### src/rtl/pipe_ctrl_path_pkg.sv
// Shared definitions for the pipeline control path: ALUOp and opcode codes,
// control-bundle layout and the per-stage control structs.
package pipe_ctrl_path_pkg;

    localparam int REG_AW_DEF = 5;

    localparam logic [1:0] ALUOP_LWSW  = 2'b00;
    localparam logic [1:0] ALUOP_BEQ   = 2'b01;
    localparam logic [1:0] ALUOP_RTYPE = 2'b10;

    localparam logic [5:0] OP_R    = 6'b000000;
    localparam logic [5:0] OP_LW   = 6'b100011;
    localparam logic [5:0] OP_SW   = 6'b101011;
    localparam logic [5:0] OP_BEQ  = 6'b000100;
    localparam logic [5:0] OP_ADDI = 6'b001000;

    // Bit positions of the decoder bundle, MSB first.
    localparam int BIT_REG_WRITE  = 8;
    localparam int BIT_MEM_TO_REG = 7;
    localparam int BIT_MEM_WRITE  = 6;
    localparam int BIT_MEM_READ   = 5;
    localparam int BIT_BRANCH     = 4;
    localparam int BIT_ALU_SRC    = 3;
    localparam int BIT_REG_DST    = 2;
    localparam int BIT_ALU_OP_HI  = 1;
    localparam int BIT_ALU_OP_LO  = 0;

    typedef struct packed {
        logic       reg_write;
        logic       mem_to_reg;
        logic       mem_write;
        logic       mem_read;
        logic       branch;
        logic       alu_src;
        logic       reg_dst;
        logic [1:0] alu_op;
    } id_ctrl_t;

    typedef struct packed {
        logic reg_write;
        logic mem_to_reg;
        logic mem_write;
        logic mem_read;
        logic branch;
    } mem_ctrl_t;

    typedef struct packed {
        logic reg_write;
        logic mem_to_reg;
    } wb_ctrl_t;

    localparam int IDEX_CTRL_W  = $bits(id_ctrl_t);
    localparam int EXMEM_CTRL_W = $bits(mem_ctrl_t);
    localparam int MEMWB_CTRL_W = $bits(wb_ctrl_t);

    // An invalid ID slot contributes no control at all, so unknown decoder
    // outputs for an illegal opcode never reach the pipeline.
    function automatic id_ctrl_t sanitize_ctrl(input logic valid, input id_ctrl_t c);
        return valid ? c : id_ctrl_t'('0);
    endfunction

endpackage

### src/rtl/pipe_ctrl_path_stage.sv
// One pipeline boundary register: control field plus register-address field.
// A bubble zeroes only the control; the address field is don't-care then.
module pipe_ctrl_stage #(
    parameter int CTRL_W = 1,
    parameter int DATA_W = 1
) (
    input  logic              clk,
    input  logic              rst_n,
    input  logic              bubble,
    input  logic [CTRL_W-1:0] ctrl_d,
    input  logic [DATA_W-1:0] data_d,
    output logic [CTRL_W-1:0] ctrl_q,
    output logic [DATA_W-1:0] data_q
);

    // Stage register: advances every cycle, control cleared on bubble.
    always_ff @(posedge clk or negedge rst_n) begin
        if (!rst_n) begin
            ctrl_q <= '0;
            data_q <= '0;
        end else begin
            ctrl_q <= bubble ? '0 : ctrl_d;
            data_q <= data_d;
        end
    end

endmodule

### src/rtl/pipe_ctrl_path.sv
// Control path of the 5-stage MIPS pipeline: carries decoded control from ID
// to WB and owns load-use stall and taken-branch squash.
module pipe_ctrl_path
    import pipe_ctrl_path_pkg::*;
#(
    parameter int REG_AW = REG_AW_DEF
) (
    input  logic              clk,
    input  logic              rst_n,
    input  logic              id_valid,
    input  logic              id_RegWrite,
    input  logic              id_MemtoReg,
    input  logic              id_MemWrite,
    input  logic              id_MemRead,
    input  logic              id_Branch,
    input  logic              id_ALUSrc,
    input  logic              id_RegDst,
    input  logic [1:0]        id_ALUOp,
    input  logic [REG_AW-1:0] id_rs,
    input  logic [REG_AW-1:0] id_rt,
    input  logic [REG_AW-1:0] id_rd,
    input  logic              mem_zero,
    output logic              ex_ALUSrc,
    output logic              ex_RegDst,
    output logic              ex_MemRead,
    output logic [1:0]        ex_ALUOp,
    output logic [REG_AW-1:0] ex_rt,
    output logic [REG_AW-1:0] ex_rd,
    output logic              mem_MemWrite,
    output logic              mem_MemRead,
    output logic              mem_Branch,
    output logic [REG_AW-1:0] mem_dst,
    output logic              wb_RegWrite,
    output logic              wb_MemtoReg,
    output logic [REG_AW-1:0] wb_dst,
    output logic              stall,
    output logic              flush,
    output logic              pcsrc
);

    id_ctrl_t          id_ctrl;
    id_ctrl_t          ex_ctrl;
    mem_ctrl_t         mem_ctrl_d;
    mem_ctrl_t         mem_ctrl;
    wb_ctrl_t          wb_ctrl_d;
    wb_ctrl_t          wb_ctrl;
    logic [2*REG_AW-1:0] id_regs;
    logic [2*REG_AW-1:0] ex_regs;
    logic [REG_AW-1:0] ex_dst;
    logic              load_use;

    assign id_ctrl = sanitize_ctrl(id_valid, {id_RegWrite, id_MemtoReg, id_MemWrite,
                                              id_MemRead, id_Branch, id_ALUSrc,
                                              id_RegDst, id_ALUOp});
    // Address fields of an invalid slot are forced to 0 so they never carry X.
    assign id_regs = id_valid ? {id_rt, id_rd} : '0;

    // Load-use: the load in EX writes a register the ID instruction reads.
    always_comb begin
        load_use = 1'b0;
        if (id_valid && ex_ctrl.mem_read && (ex_rt != '0) &&
            ((ex_rt == id_rs) || (ex_rt == id_rt))) begin
            load_use = 1'b1;
        end
    end

    assign pcsrc = mem_ctrl.branch & mem_zero;
    assign flush = pcsrc;
    // A taken branch kills the stalled instruction anyway, so it wins.
    assign stall = load_use & ~pcsrc;

    pipe_ctrl_stage #(.CTRL_W(IDEX_CTRL_W), .DATA_W(2*REG_AW)) u_id_ex (
        .clk    (clk),
        .rst_n  (rst_n),
        .bubble (load_use | pcsrc),
        .ctrl_d (id_ctrl),
        .data_d (id_regs),
        .ctrl_q (ex_ctrl),
        .data_q (ex_regs)
    );

    assign ex_rt  = ex_regs[2*REG_AW-1:REG_AW];
    assign ex_rd  = ex_regs[REG_AW-1:0];
    assign ex_dst = ex_ctrl.reg_dst ? ex_rd : ex_rt;

    assign mem_ctrl_d = '{reg_write:  ex_ctrl.reg_write,
                          mem_to_reg: ex_ctrl.mem_to_reg,
                          mem_write:  ex_ctrl.mem_write,
                          mem_read:   ex_ctrl.mem_read,
                          branch:     ex_ctrl.branch};

    pipe_ctrl_stage #(.CTRL_W(EXMEM_CTRL_W), .DATA_W(REG_AW)) u_ex_mem (
        .clk    (clk),
        .rst_n  (rst_n),
        .bubble (pcsrc),
        .ctrl_d (mem_ctrl_d),
        .data_d (ex_dst),
        .ctrl_q (mem_ctrl),
        .data_q (mem_dst)
    );

    assign wb_ctrl_d = '{reg_write:  mem_ctrl.reg_write,
                         mem_to_reg: mem_ctrl.mem_to_reg};

    // The branch itself always completes, so MEM/WB never takes a bubble.
    pipe_ctrl_stage #(.CTRL_W(MEMWB_CTRL_W), .DATA_W(REG_AW)) u_mem_wb (
        .clk    (clk),
        .rst_n  (rst_n),
        .bubble (1'b0),
        .ctrl_d (wb_ctrl_d),
        .data_d (mem_dst),
        .ctrl_q (wb_ctrl),
        .data_q (wb_dst)
    );

    assign ex_ALUSrc    = ex_ctrl.alu_src;
    assign ex_RegDst    = ex_ctrl.reg_dst;
    assign ex_MemRead   = ex_ctrl.mem_read;
    assign ex_ALUOp     = ex_ctrl.alu_op;
    assign mem_MemWrite = mem_ctrl.mem_write;
    assign mem_MemRead  = mem_ctrl.mem_read;
    assign mem_Branch   = mem_ctrl.branch;
    assign wb_RegWrite  = wb_ctrl.reg_write;
    assign wb_MemtoReg  = wb_ctrl.mem_to_reg;

endmodule

### config.mk
export PLATFORM = sky130hd
export DESIGN_NAME = pipe_ctrl_path
export DESIGN_NICKNAME = d
export VERILOG_FILES = /design/src/rtl/pipe_ctrl_path_pkg.sv /design/src/rtl/pipe_ctrl_path_stage.sv /design/src/rtl/pipe_ctrl_path.sv
export SDC_FILE = /design/constraint.sdc
export NUM_CORES = 1
export LEC_CHECK = 0
export CAP_MARGIN = 20
export CELL_PAD_IN_SITES_DETAIL_PLACEMENT = 0
export CELL_PAD_IN_SITES_GLOBAL_PLACEMENT = 1
export CORE_MARGIN = 2
export CORE_UTILIZATION = 41
export CTS_CLUSTER_DIAMETER = 150
export DETAILED_ROUTE_END_ITERATION = 16
export DONT_BUFFER_PORTS = 1
export GPL_TIMING_DRIVEN = 0
export HOLD_SLACK_MARGIN = 0.1
export PLACE_DENSITY = 0.75
export SETUP_SLACK_MARGIN = 0.05
export SYNTH_ARGS = -nofsm -noshare
export SYNTH_HDL_FRONTEND = slang
export SYNTH_HIERARCHICAL = 1
export SYNTH_SLANG_ARGS = --single-unit
### constraint.sdc
create_clock -name clk -period 1.4 [get_ports clk]
set_input_delay 0.07 -clock clk [delete_from_list [all_inputs] [get_ports clk]]
set_output_delay 0.07 -clock clk [all_outputs]
set_load 0.02 [all_outputs]
=== After elaboration in Yosys (flattened, before gate mapping) ===
Cells that the tools add are included.

* Flip-flop bits (word level): 36
* Bits of input ports: 28
* Output and inout bits: 33
* Logic and storage cells: 23

* Equal/unequal tests: 2
* Mux-type cells: 6
* Bitwise operators: 4
* Reductions and logical operators: 5

{| class="wikitable"
|+ Operator list
! cell !! count
|-
| $mux 9 || 2
|-
| $eq 5x5->1 || 2
|-
| $mux 10 || 1
|-
| $mux 5 || 2
|-
| $reduce_bool 5->1 || 1
|-
| $logic_and 1x1->1 || 3
|-
| $and 1x1->1 || 2
|-
| $logic_or 1x1->1 || 1
|-
| $mux 1 || 1
|-
| $not 1->1 || 1
|-
| $or 1x1->1 || 1
|}

=== Depth between registers and ports, before layout ===
Gate-level depths: netlist (run 1).

* Depth after elaboration: 6
* Depth in mapped cells: 5
* Gate-level depth less buffers: 5

=== Hierarchy ===
The synthesis (run 1) kept the hierarchy.

{| class="wikitable"
|+ Modules (own cells, without submodules)
! module !! times used !! cells each !! area an instance (sq um) !! sequential area each (sq um)
|-
| pipe_ctrl_stage (u_id_ex) || 1 || 28 || 531.8 || 475.5
|-
| pipe_ctrl_path || 1 || 48 || 349.1 || 0.0
|-
| pipe_ctrl_stage (u_ex_mem) || 1 || 15 || 281.5 || 250.2
|-
| pipe_ctrl_stage (u_mem_wb) || 1 || 9 || 187.7 || 175.2
|}

=== Least setup slack after synthesis (run 1) ===
No wires, ideal clock.

* Kind: register to register
* Start point: register u_id_ex.data_q[8]
* End point: register u_id_ex.ctrl_q[0]
* Arrival time: 1.445 ns
* Slack: -0.185 ns
* Stages on the path, launching flop included: 6
* Cell sequence: dfrtp_1 xor2_1 nor3_1 a22oi_1 o21bai_1 nor2b_1

* Word-level cells in the longest chain between the ends: 6
* Elaborated cells between the ends (all ways): 9
* Classes of those cells: eq/ne (2); mux (2); bitwise (1); reduce/logical (4)

{| class="wikitable"
|+ RTL lines
! item !! line !! RTL
|-
| from (decl) || pipe_ctrl_path_stage.sv:13 || <nowiki>output logic [DATA_W-1:0] data_q</nowiki>
|-
| from (signal assigned) || pipe_ctrl_path_stage.sv:23 || <nowiki>data_q <= data_d;</nowiki>
|-
| $eq 5x5->1 / $reduce_bool 5->1 (equally long branches) || pipe_ctrl_path.sv:62, pipe_ctrl_path.sv:61 ||
|-
| $logic_or 1x1->1 / $logic_and 1x1->1 (equally long branches) || pipe_ctrl_path.sv:62, pipe_ctrl_path.sv:61 ||
|-
| $logic_and 1x1->1 * || pipe_ctrl_path.sv:61 || <nowiki>if (id_valid && ex_ctrl.mem_read && (ex_rt != '0) &&</nowiki>
|-
| $mux 1 * || pipe_ctrl_path.sv:61 ||
|-
| $or 1x1->1 * || pipe_ctrl_path.sv:75 || <nowiki>.bubble (load_use | pcsrc),</nowiki>
|-
| $mux 9 * || pipe_ctrl_path_stage.sv:22 || <nowiki>ctrl_q <= bubble ? '0 : ctrl_d;</nowiki>
|-
| to (signal assigned) || pipe_ctrl_path_stage.sv:22 ||
|-
| to (decl) || pipe_ctrl_path_stage.sv:12 || <nowiki>output logic [CTRL_W-1:0] ctrl_q,</nowiki>
|}

Every way passes the cells marked *; elsewhere a longest branch is shown, timed or not.

=== Worst setup path after layout (run 1) ===
* Start point: register u_id_ex.data_q[6]
* End point: output port stall

* Word-level cells in the longest chain between the ends: 5
* Elaborated cells between the ends (all ways): 8
* Classes of those cells: eq/ne (2); mux (1); bitwise (1); reduce/logical (4)

{| class="wikitable"
|+ RTL lines
! item !! line !! RTL
|-
| $eq 5x5->1 / $reduce_bool 5->1 (equally long branches) || pipe_ctrl_path.sv:62, pipe_ctrl_path.sv:61 ||
|-
| $logic_or 1x1->1 / $logic_and 1x1->1 (equally long branches) || pipe_ctrl_path.sv:62, pipe_ctrl_path.sv:61 ||
|-
| $logic_and 1x1->1 * || pipe_ctrl_path.sv:61 ||
|-
| $mux 1 * || pipe_ctrl_path.sv:61 ||
|-
| $and 1x1->1 * || pipe_ctrl_path.sv:70 || <nowiki>assign stall = load_use & ~pcsrc;</nowiki>
|-
| to (decl) || pipe_ctrl_path.sv:36 || <nowiki>output logic stall,</nowiki>
|}

Marked as above.

==> results of run 1 <==
==> routing by layer <==
metal / routed length, um / part of all wire / track usage / vias to the layer above
met5: 0 / 0 / 0 / -
met4: 72 / 0.027 / 0.0821 / 0
met3: 171 / 0.064 / 0.0588 / 8
met2: 1490 / 0.56 / 0.269 / 37
met1: 924 / 0.35 / 0.189 / 405
li1: - / - / - / 374
==> placed cells by master, fill, tap and decap left out, types with 2 or more instances in the layout <==
master and n:
and2_1 19, nor2b_1 16, mux2_1 5, clkbuf_4 5, nor2_1 2, dfrtp_1 31
xor2_1 10, conb_1 2, buf_4 3, nor3_2 2, clkbuf_1 3, dfrtp_2 5
dlygate4sd3_1 21
==> worst register-to-register path, stage by stage, from the launching register on <==
cell	delay (ps)
dfrtp_2	500
or4_4	580
o211ai_4	210
buf_4	150
o21bai_4	90
nor2b_1	140
==> synth_stat cells <==
| cell | instances |
|---|---|
| dfrtp_1 | 36 |
| a22oi_1 | 1 |
| o211ai_2 | 1 |
| and2_1 | 20 |
| xor2_1 | 10 |
| mux2_1 | 5 |
| nor3_1 | 3 |
| clkbuf_1 | 2 |
| o21bai_1 | 1 |
| conb_1 | 1 |
| or4_4 | 1 |
| nor2_1 | 2 |
| nor2b_1 | 16 |
| buf_4 | 1 |
==> cell type report <==
type,instances,share of cell area
plain buffers,3,0.00855
clock inverters,1,0.00285
flip-flops and latches,36,0.517
repair buffers,24,0.140
multi-input cells,62,0.277
well taps,44,0.0314
clock buffers,6,0.0235
==> worst paths after layout <==
kind,end,start,slack (ps),depth (start not counted)
worst max-delay path,stall,u_id_ex/data_q[6]$_DFF_PN0_,-390,3
worst min-delay path,u_id_ex/data_q[8]$_DFF_PN0_,id_valid,110,2
worst max register to register,u_id_ex/ctrl_q[3]$_DFF_PN0_,u_id_ex/data_q[6]$_DFF_PN0_,-360,5
worst min register to register,u_ex_mem/ctrl_q[4]$_DFF_PN0_,u_id_ex/ctrl_q[8]$_DFF_PN0_,470,1
max in group asynchronous,u_ex_mem/ctrl_q[0]$_DFF_PN0_,rst_n,1020,2
min in group asynchronous,u_ex_mem/data_q[4]$_DFF_PN0_,rst_n,180,2
==> kinds of logic (layout without fill, tap and decap cells) <==
family	Yosys count	after routing
mux	5	5
other cells	1	2
buf+inv	3	34
xor+xnor	10	10
simple gates	42	42
flops	36	36
compound gates	3	3
==> metrics by stage <==
stage                     hold WS (ps)  worst slack (ps)
after CTS                          118              -419
after global routing               161              -431
after global placement            -225              -255
final                              105              -388
after floorplan                   -226              -107
after detailed placement          -225              -260
==> sequential cells by signal, summed over array words and instances (netlist names) <==
signal,count
u_mem_wb/data_q,5
u_ex_mem/ctrl_q,5
u_id_ex/ctrl_q,9
u_mem_wb/ctrl_q,2
u_id_ex/data_q,10
u_ex_mem/data_q,5
==> power by group <==
group | switching [uW] | leakage (uW) | internal [uW] | total [uW]
clock | 309 | 0.0000281 | 185 | 494
combinational | 84.9 | 0.000327 | 109 | 194
sequential | 112 | 0.000461 | 1100 | 1210
total | 506 | 0.000816 | 1400 | 1900
==> what timing repair did <==
item,CTS,global route
buffers inserted,2,0
hold buffers,22,0
resized for setup,6,2
hold endpoints to repair,60,0
pin swaps,4,2
endpoints found under the setup margin,12,11
==> results_dict.tcl, run 1 <==
set metrics [dict create \
    start_util 0.435 \
    drcViolationCount 0 \
    crit_path_start_kind "flip-flop" \
    antenna_found_initial 0 \
    die_h_um 61.4 \
    finalWorstSetupSlack_ps -388 \
    avgSynthCellArea_um2 13.5 \
    layout-drive-gt1-share 0.174 \
    setup_viol 10 \
    max-vdd-ir-drop_mv 0.476 \
    die_x_um 61.4 \
    area.sequential_um2 907 \
    muxShareOfSynthArea 0.0417 \
    multi_input_area_um2 487 \
    synth_cells 100 \
    yosysUniqueCellTypes 14 \
    synth_top_area_share 0.667 \
    path_class "flip-flop to primary output" \
    critPathArrivalTime_ps 1720 \
    grt_pass1_wl_um 4190 \
    period_needed_ps 1790 \
    path_buf_inv 0 \
    grt_overflow 0 \
    dieArea_mm2 0.00377 \
    leakagePower_uw 0.000816 \
    failed_checks "setup timing" \
    fill_cells 275 \
    fin_crit_sh 1.28 \
    grtUsageTotal 0.164 \
    stdcell_count 176 \
    rsz0062_at_grt "yes" \
    fin_skew_ps 17.2 \
    core_area_mm2 0.00310 \
    hold_class "input pin to flip-flop" \
    num_io_pins 61 \
    synth.area.top_cells "dfrtp_1 67%, and2_1 9.3%, nor2b_1 7.4%" \
    synth_top_family_by_area "simple AND/OR/NAND/NOR gates" \
    grt_max_degree 37 \
    gp_congestion 0.875 \
    wl_per_cell_um 15.1 \
    vias 824 \
    slowest_stage "or4_4" \
    clkSlewWorstSetupHoldPaths_ps 110 \
    yosysSeqAreaShare 0.667 \
    cts_tree "yes" \
    clock_latency_ps 330 \
    synth_compound_area_frac 0.0204 \
    netlist_area_mm2 0.00135 \
    yosys.area_share.simple 0.192 \
    finalHoldViolations 0 \
    stdcell_area_mm2 0.00176 \
    critPathTopFamily "simple AND/OR/NAND/NOR gates" \
    drt_wl_total_um 2660 \
    dp.cells 145 \
    power_density_mw_per_mm2 1080 \
    cts_root_buf "clkbuf_4" \
    power_uw 1900 \
    drtIter0Drc 13 \
    placed_area_mm2 0.00144 \
    worstPathMaxFanout 5 \
    fin_nets 160 \
    diodes 0 \
    placementRows 20 \
    slew_violations 0 \
    yosys_warnings 6 \
    dr.pass1.iters 4 \
    ant_nets 0 \
    setup-tns-final_ps -3370 \
    cts.sinks 36 \
    synth_top_area_cell "dfrtp_1" \
    end_kind "primary output" \
    slowest_delay_ps 580 \
    post-route-util 0.566 \
    yosys_register_bits 36 \
    hpwl_um 1780 \
    crit_chain "or4_4 -> o211ai_4 -> nor3_4" \
    synthAdderAreaFrac 0 \
    timing.fmax_ghz 0.559 \
    cap_violations 0 \
    htree_levels 2 \
    area_growth_syn_to_layout_pct 30.0 \
    grt_pass1_vias 820 \
    io_buffers 0 \
    routed_via_density 4.68 \
    critPathRequiredTime_ps 1330 \
    outcome "complete, but fails checks" \
    synth_xor_area_frac 0.0649 \
    numCtsBuffers 5 \
    clockBufferDepth 2 \
]
Note: power is estimated with default switching activity, not from simulation.
==> run 2: changes to the inputs <==
--- a/config.mk
+++ b/config.mk
@@ -15,7 +15,7 @@
 export DONT_BUFFER_PORTS = 1
 export GPL_TIMING_DRIVEN = 0
 export HOLD_SLACK_MARGIN = 0.1
-export PLACE_DENSITY = 0.75
+export PLACE_DENSITY = 0.68
 export SETUP_SLACK_MARGIN = 0.05
 export SYNTH_ARGS = -nofsm -noshare
 export SYNTH_HDL_FRONTEND = slang
==> results_dict.tcl, run 2 (synthesized netlist as in run 1, its figures left out) <==
set metrics [dict create \
    stdcell_count 176 \
    worstPathMaxFanout 5 \
    grtUsageTotal 0.157 \
    num_io_pins 61 \
    reg_top3 "u_id_ex/data_q (10), u_id_ex/ctrl_q (9)" \
    numCtsBuffers 5 \
    dieArea_mm2 0.00377 \
    antenna_found_initial 0 \
    drtIter0Drc 36 \
    start_util 0.435 \
    path_class "flip-flop to primary output" \
    final_cell_mix "31 x dfrtp_1, 21 x dlygate4sd3_1, 19 x and2_1" \
    hold_class "input pin to flip-flop" \
    finalWorstSetupSlack_ps -400 \
    timing.fmax_ghz 0.556 \
    vias 806 \
    area_growth_syn_to_layout_pct 32.0 \
    dp.cells 145 \
    wl_per_cell_um 14.4 \
    layout-drive-gt1-share 0.174 \
    failed_checks "setup timing" \
    io_buffers 0 \
    core_area_mm2 0.00310 \
    grt_overflow 0 \
    grt_pass1_wl_um 3990 \
    cts_root_buf "clkbuf_4" \
    leakagePower_uw 0.000827 \
    slowest_stage "or4_4" \
    crit_path_start_kind "flip-flop" \
    placementRows 20 \
    end_kind "primary output" \
    dr.pass1.iters 4 \
    grt_max_degree 37 \
    diodes 0 \
    finalHoldViolations 0 \
    ff2ff_path_depth 5 \
    critPathTopFamily "simple AND/OR/NAND/NOR gates" \
    die_h_um 61.4 \
    fin_skew_ps 5.92 \
    top_register "u_id_ex/data_q" \
    largest_reg_flops 10 \
    path_depth 3 \
    die_x_um 61.4 \
    path_buf_inv 0 \
    final_common_cell "dfrtp_1" \
    clock_latency_ps 330 \
    drcViolationCount 0 \
    grt_pass1_vias 846 \
    cts_tree "yes" \
    slowest_delay_ps 570 \
    routed_via_density 4.58 \
    hold_depth 2 \
    power_density_mw_per_mm2 1180 \
    max-vdd-ir-drop_mv 0.731 \
    critPathRequiredTime_ps 1330 \
    drt_wl_total_um 2540 \
    htree_levels 2 \
    period_needed_ps 1800 \
    critPathArrivalTime_ps 1730 \
    ant_nets 0 \
    crit_chain "or4_4 -> o211ai_4 -> nor3_4" \
    fin_crit_sh 1.29 \
    cts.sinks 36 \
    placed_area_mm2 0.00144 \
    hpwl_um 1700 \
    outcome "complete, but fails checks" \
    stdcell_area_mm2 0.00178 \
    cap_violations 0 \
    slew_violations 0 \
    clkSlewWorstSetupHoldPaths_ps 100 \
    setup_viol 10 \
    rsz0062_at_grt "yes" \
    fin_nets 159 \
    clockBufferDepth 2 \
    gp_congestion 0.800 \
]
==> run 2: cell count changes in the layout (fill, tap and decap cells not counted) <==
cell       before  now
buf_4           3    1
buf_6           0    1
bufinv_16       0    1
==> run 2: final cells by class <==
cell class | count | area (um2)
multi-input cells | 62 | 487
plain buffers | 3 | 15.0
clock buffers | 6 | 41.3
well taps | 44 | 55.1
flip-flops and latches | 36 | 907
fillers | 277 | 1320
repair buffers | 23 | 241
clock inverters | 2 | 35.0
==> run 2: metal layers <==
metal	global-route usage	up-vias	wire [um]
met4	0.0912	0	63
li1	-	376	-
met5	0	-	0
met1	0.181	384	986
met2	0.251	39	1300
met3	0.0609	7	192
==> run 2: what timing repair did <==
| item | in CTS | in global routing |
|---|---|---|
| pin swaps | 3 | 2 |
| endpoints found under the setup margin | 12 | 11 |
| setup buffers | 1 | 0 |
| hold buffers | 22 | 0 |
| hold endpoints to repair | 60 | 0 |
| gates resized for setup | 8 | 1 |
==> run 2: path summary, 6_finish.rpt <==
path	startpoint	end	slack, ps
setup / recovery	u_id_ex/data_q[6]$_DFF_PN0_	stall	-400
hold / removal	id_valid	u_id_ex/data_q[3]$_DFF_PN0_	120
setup reg to reg	u_id_ex/data_q[6]$_DFF_PN0_	u_id_ex/ctrl_q[1]$_DFF_PN0_	-340
hold reg to reg	u_id_ex/ctrl_q[8]$_DFF_PN0_	u_ex_mem/ctrl_q[4]$_DFF_PN0_	470
max in group asynchronous	rst_n	u_id_ex/data_q[9]$_DFF_PN0_	1030
min in group asynchronous	rst_n	u_mem_wb/data_q[1]$_DFF_PN0_	170
==> run 2: per-stage QoR <==
stage                     hold WS [ps]  power, uW  setup WS [ps]  setup TNS [ps]   util
after global placement            -225       1340           -243           -2340  0.463
after global routing               144       2230           -471           -4000  0.574
after floorplan                   -226       1310           -107            -967      -
final                              122       2100           -400           -3240  0.574
after detailed placement          -225       1340           -256           -2380  0.463
after CTS                          147       2140           -413           -3430  0.574
==> run 2: report_power, final <==
part / internal [uW] / leakage [uW] / switching [uW]
Sequential: 1100 / 0.000461 / 110
Clock: 374 / 0.0000422 / 326
Combinational: 108 / 0.000324 / 82.8
==> run 3: changes to the inputs <==
--- a/config.mk
+++ b/config.mk
@@ -16,6 +16,7 @@
 export GPL_TIMING_DRIVEN = 0
 export HOLD_SLACK_MARGIN = 0.1
 export PLACE_DENSITY = 0.68
+export REMOVE_ABC_BUFFERS = 1
 export SETUP_SLACK_MARGIN = 0.05
 export SYNTH_ARGS = -nofsm -noshare
 export SYNTH_HDL_FRONTEND = slang
==> results_dict.tcl, run 3 (synthesized netlist as in run 1, its figures left out) <==
set metrics [dict create \
    hold_class "input pin to flip-flop" \
    clkSlewWorstSetupHoldPaths_ps 100 \
    failed_checks "setup timing" \
    die_x_um 61.4 \
    grt_pass1_wl_um 3980 \
    start_util 0.435 \
    routed_via_density 4.64 \
    grt_max_degree 37 \
    setup_viol 10 \
    critPathArrivalTime_ps 1680 \
    power_uw 1950 \
    cts_root_buf "clkbuf_4" \
    slew_violations 0 \
    grtUsageTotal 0.158 \
    period_needed_ps 1750 \
    numCtsBuffers 5 \
    area_growth_syn_to_layout_pct 30.6 \
    die_h_um 61.4 \
    dr.pass1.iters 4 \
    grt_pass1_vias 835 \
    max-vdd-ir-drop_mv 0.803 \
    path_class "flip-flop to primary output" \
    clock_latency_ps 320 \
    stdcell_count 175 \
    worst_pin_slew_ps 567 \
    finalWorstSetupSlack_ps -350 \
    fin_skew_ps 3.00 \
    post-route-util 0.568 \
    relSlewSlack 0.621 \
    fin_nets 158 \
    timing.fmax_ghz 0.571 \
    diodes 0 \
    reg_top3 "u_id_ex/data_q (10), u_id_ex/ctrl_q (9)" \
    largest_reg_flops 10 \
    cap_violations 0 \
    top_register "u_id_ex/data_q" \
    final_cell_mix "31 x dfrtp_1, 22 x dlygate4sd3_1, 19 x and2_1" \
    ant_nets 0 \
    dp.cells 142 \
    end_kind "primary output" \
    vias 812 \
    layout-drive-gt1-share 0.168 \
    drcViolationCount 0 \
    drt_wl_total_um 2650 \
    io_buffers 0 \
    antenna_found_initial 0 \
    cts_tree "yes" \
    rsz0062_at_grt "yes" \
    clockBufferDepth 2 \
    htree_levels 2 \
    gp_congestion 0.803 \
    worstPathMaxFanout 5 \
    drtIter0Drc 38 \
    critPathRequiredTime_ps 1330 \
    pre_cts_slack_ps -541 \
    r2r-start "u_id_ex/data_q[6]$_DFF_PN0_" \
    crit_path_start_kind "flip-flop" \
    startpoint "u_id_ex/data_q[6]$_DFF_PN0_" \
    placementRows 20 \
    finalHoldViolations 0 \
    hp-start "id_valid" \
    dieArea_mm2 0.00377 \
    setup-tns-final_ps -3170 \
    outcome "complete, but fails checks" \
    core_area_mm2 0.00310 \
    power_density_mw_per_mm2 1110 \
    hpwl_um 1580 \
    leakagePower_uw 0.000816 \
    fin_crit_sh 1.25 \
    wl_per_cell_um 15.2 \
    num_io_pins 61 \
    final_common_cell "dfrtp_1" \
    cts.sinks 36 \
    grt_overflow 0 \
]
-- run 3: cell types whose count changed in the layout (fill, tap and decap cells not counted) --
| cell | change |
|---|---|
| buf_4 | +1 |
| clkinv_2 | -1 |
| clkbuf_8 | +1 |
| dlygate4sd3_1 | +1 |
| buf_6 | -1 |
| bufinv_16 | -1 |
| clkbuf_1 | -1 |
-- run 3: path summary, 6_finish.rpt --
kind / end / slack, ps / depth (start not counted)
setup / recovery: stall / -350 / 3
max in group asynchronous: u_id_ex/data_q[5]$_DFF_PN0_ / 1020 / 2
hold reg to reg: u_ex_mem/ctrl_q[2]$_DFF_PN0_ / 460 / 1
hold / removal: u_id_ex/ctrl_q[6]$_DFF_PN0_ / 180 / 4
min in group asynchronous: u_id_ex/data_q[3]$_DFF_PN0_ / 190 / 2
setup reg to reg: u_id_ex/ctrl_q[7]$_DFF_PN0_ / -330 / 5
-- run 3: per-stage QoR --
step	hold WS [ps]	cell area [um2]
after global placement	-225	1390
after floorplan	-226	1340
final	181	1760
after CTS	159	1740
after global routing	179	1760
after detailed placement	-225	1390
-- run 3: cell type report --
cell class,instances,area [um2]
multi-input combinational,62,487
sequential,36,907
tap,44,55.1
clock buffer,8,58.8
timing repair buffer,25,255
fill,267,1340
-- run 3: repair_timing --
| action | CTS | global route |
|---|---|---|
| setup buffers | 1 | 1 |
| endpoints found under the hold margin | 55 | 2 |
| hold buffers | 22 | 1 |
| setup endpoints to repair | 12 | 12 |
| resized for setup | 12 | 3 |
| pin swaps | 1 | 4 |
-- run 3: critical path: stages, from the launching register on --
cell,delay (ps)
dfrtp_2,490
or4_4,570
o211ai_4,200
nor3_4,80
-- run 3: power by group --
part	switching [uW]	internal, uW	total [uW]	leakage, uW
logic	82.7	109	192	0.000323
registers	110	1100	1210	0.000461
clock network	303	248	551	0.0000326
total	496	1460	1950	0.000816
-- run 3: layer usage --
| metal | up-vias | part of all wire | track usage |
|---|---|---|---|
| li1 | 374 | - | - |
| met1 | 404 | 0.41 | 0.194 |
| met2 | 32 | 0.51 | 0.243 |
| met3 | 2 | 0.067 | 0.0567 |
| met4 | 0 | 0.0079 | 0.0912 |
| met5 | - | 0 | 0 |
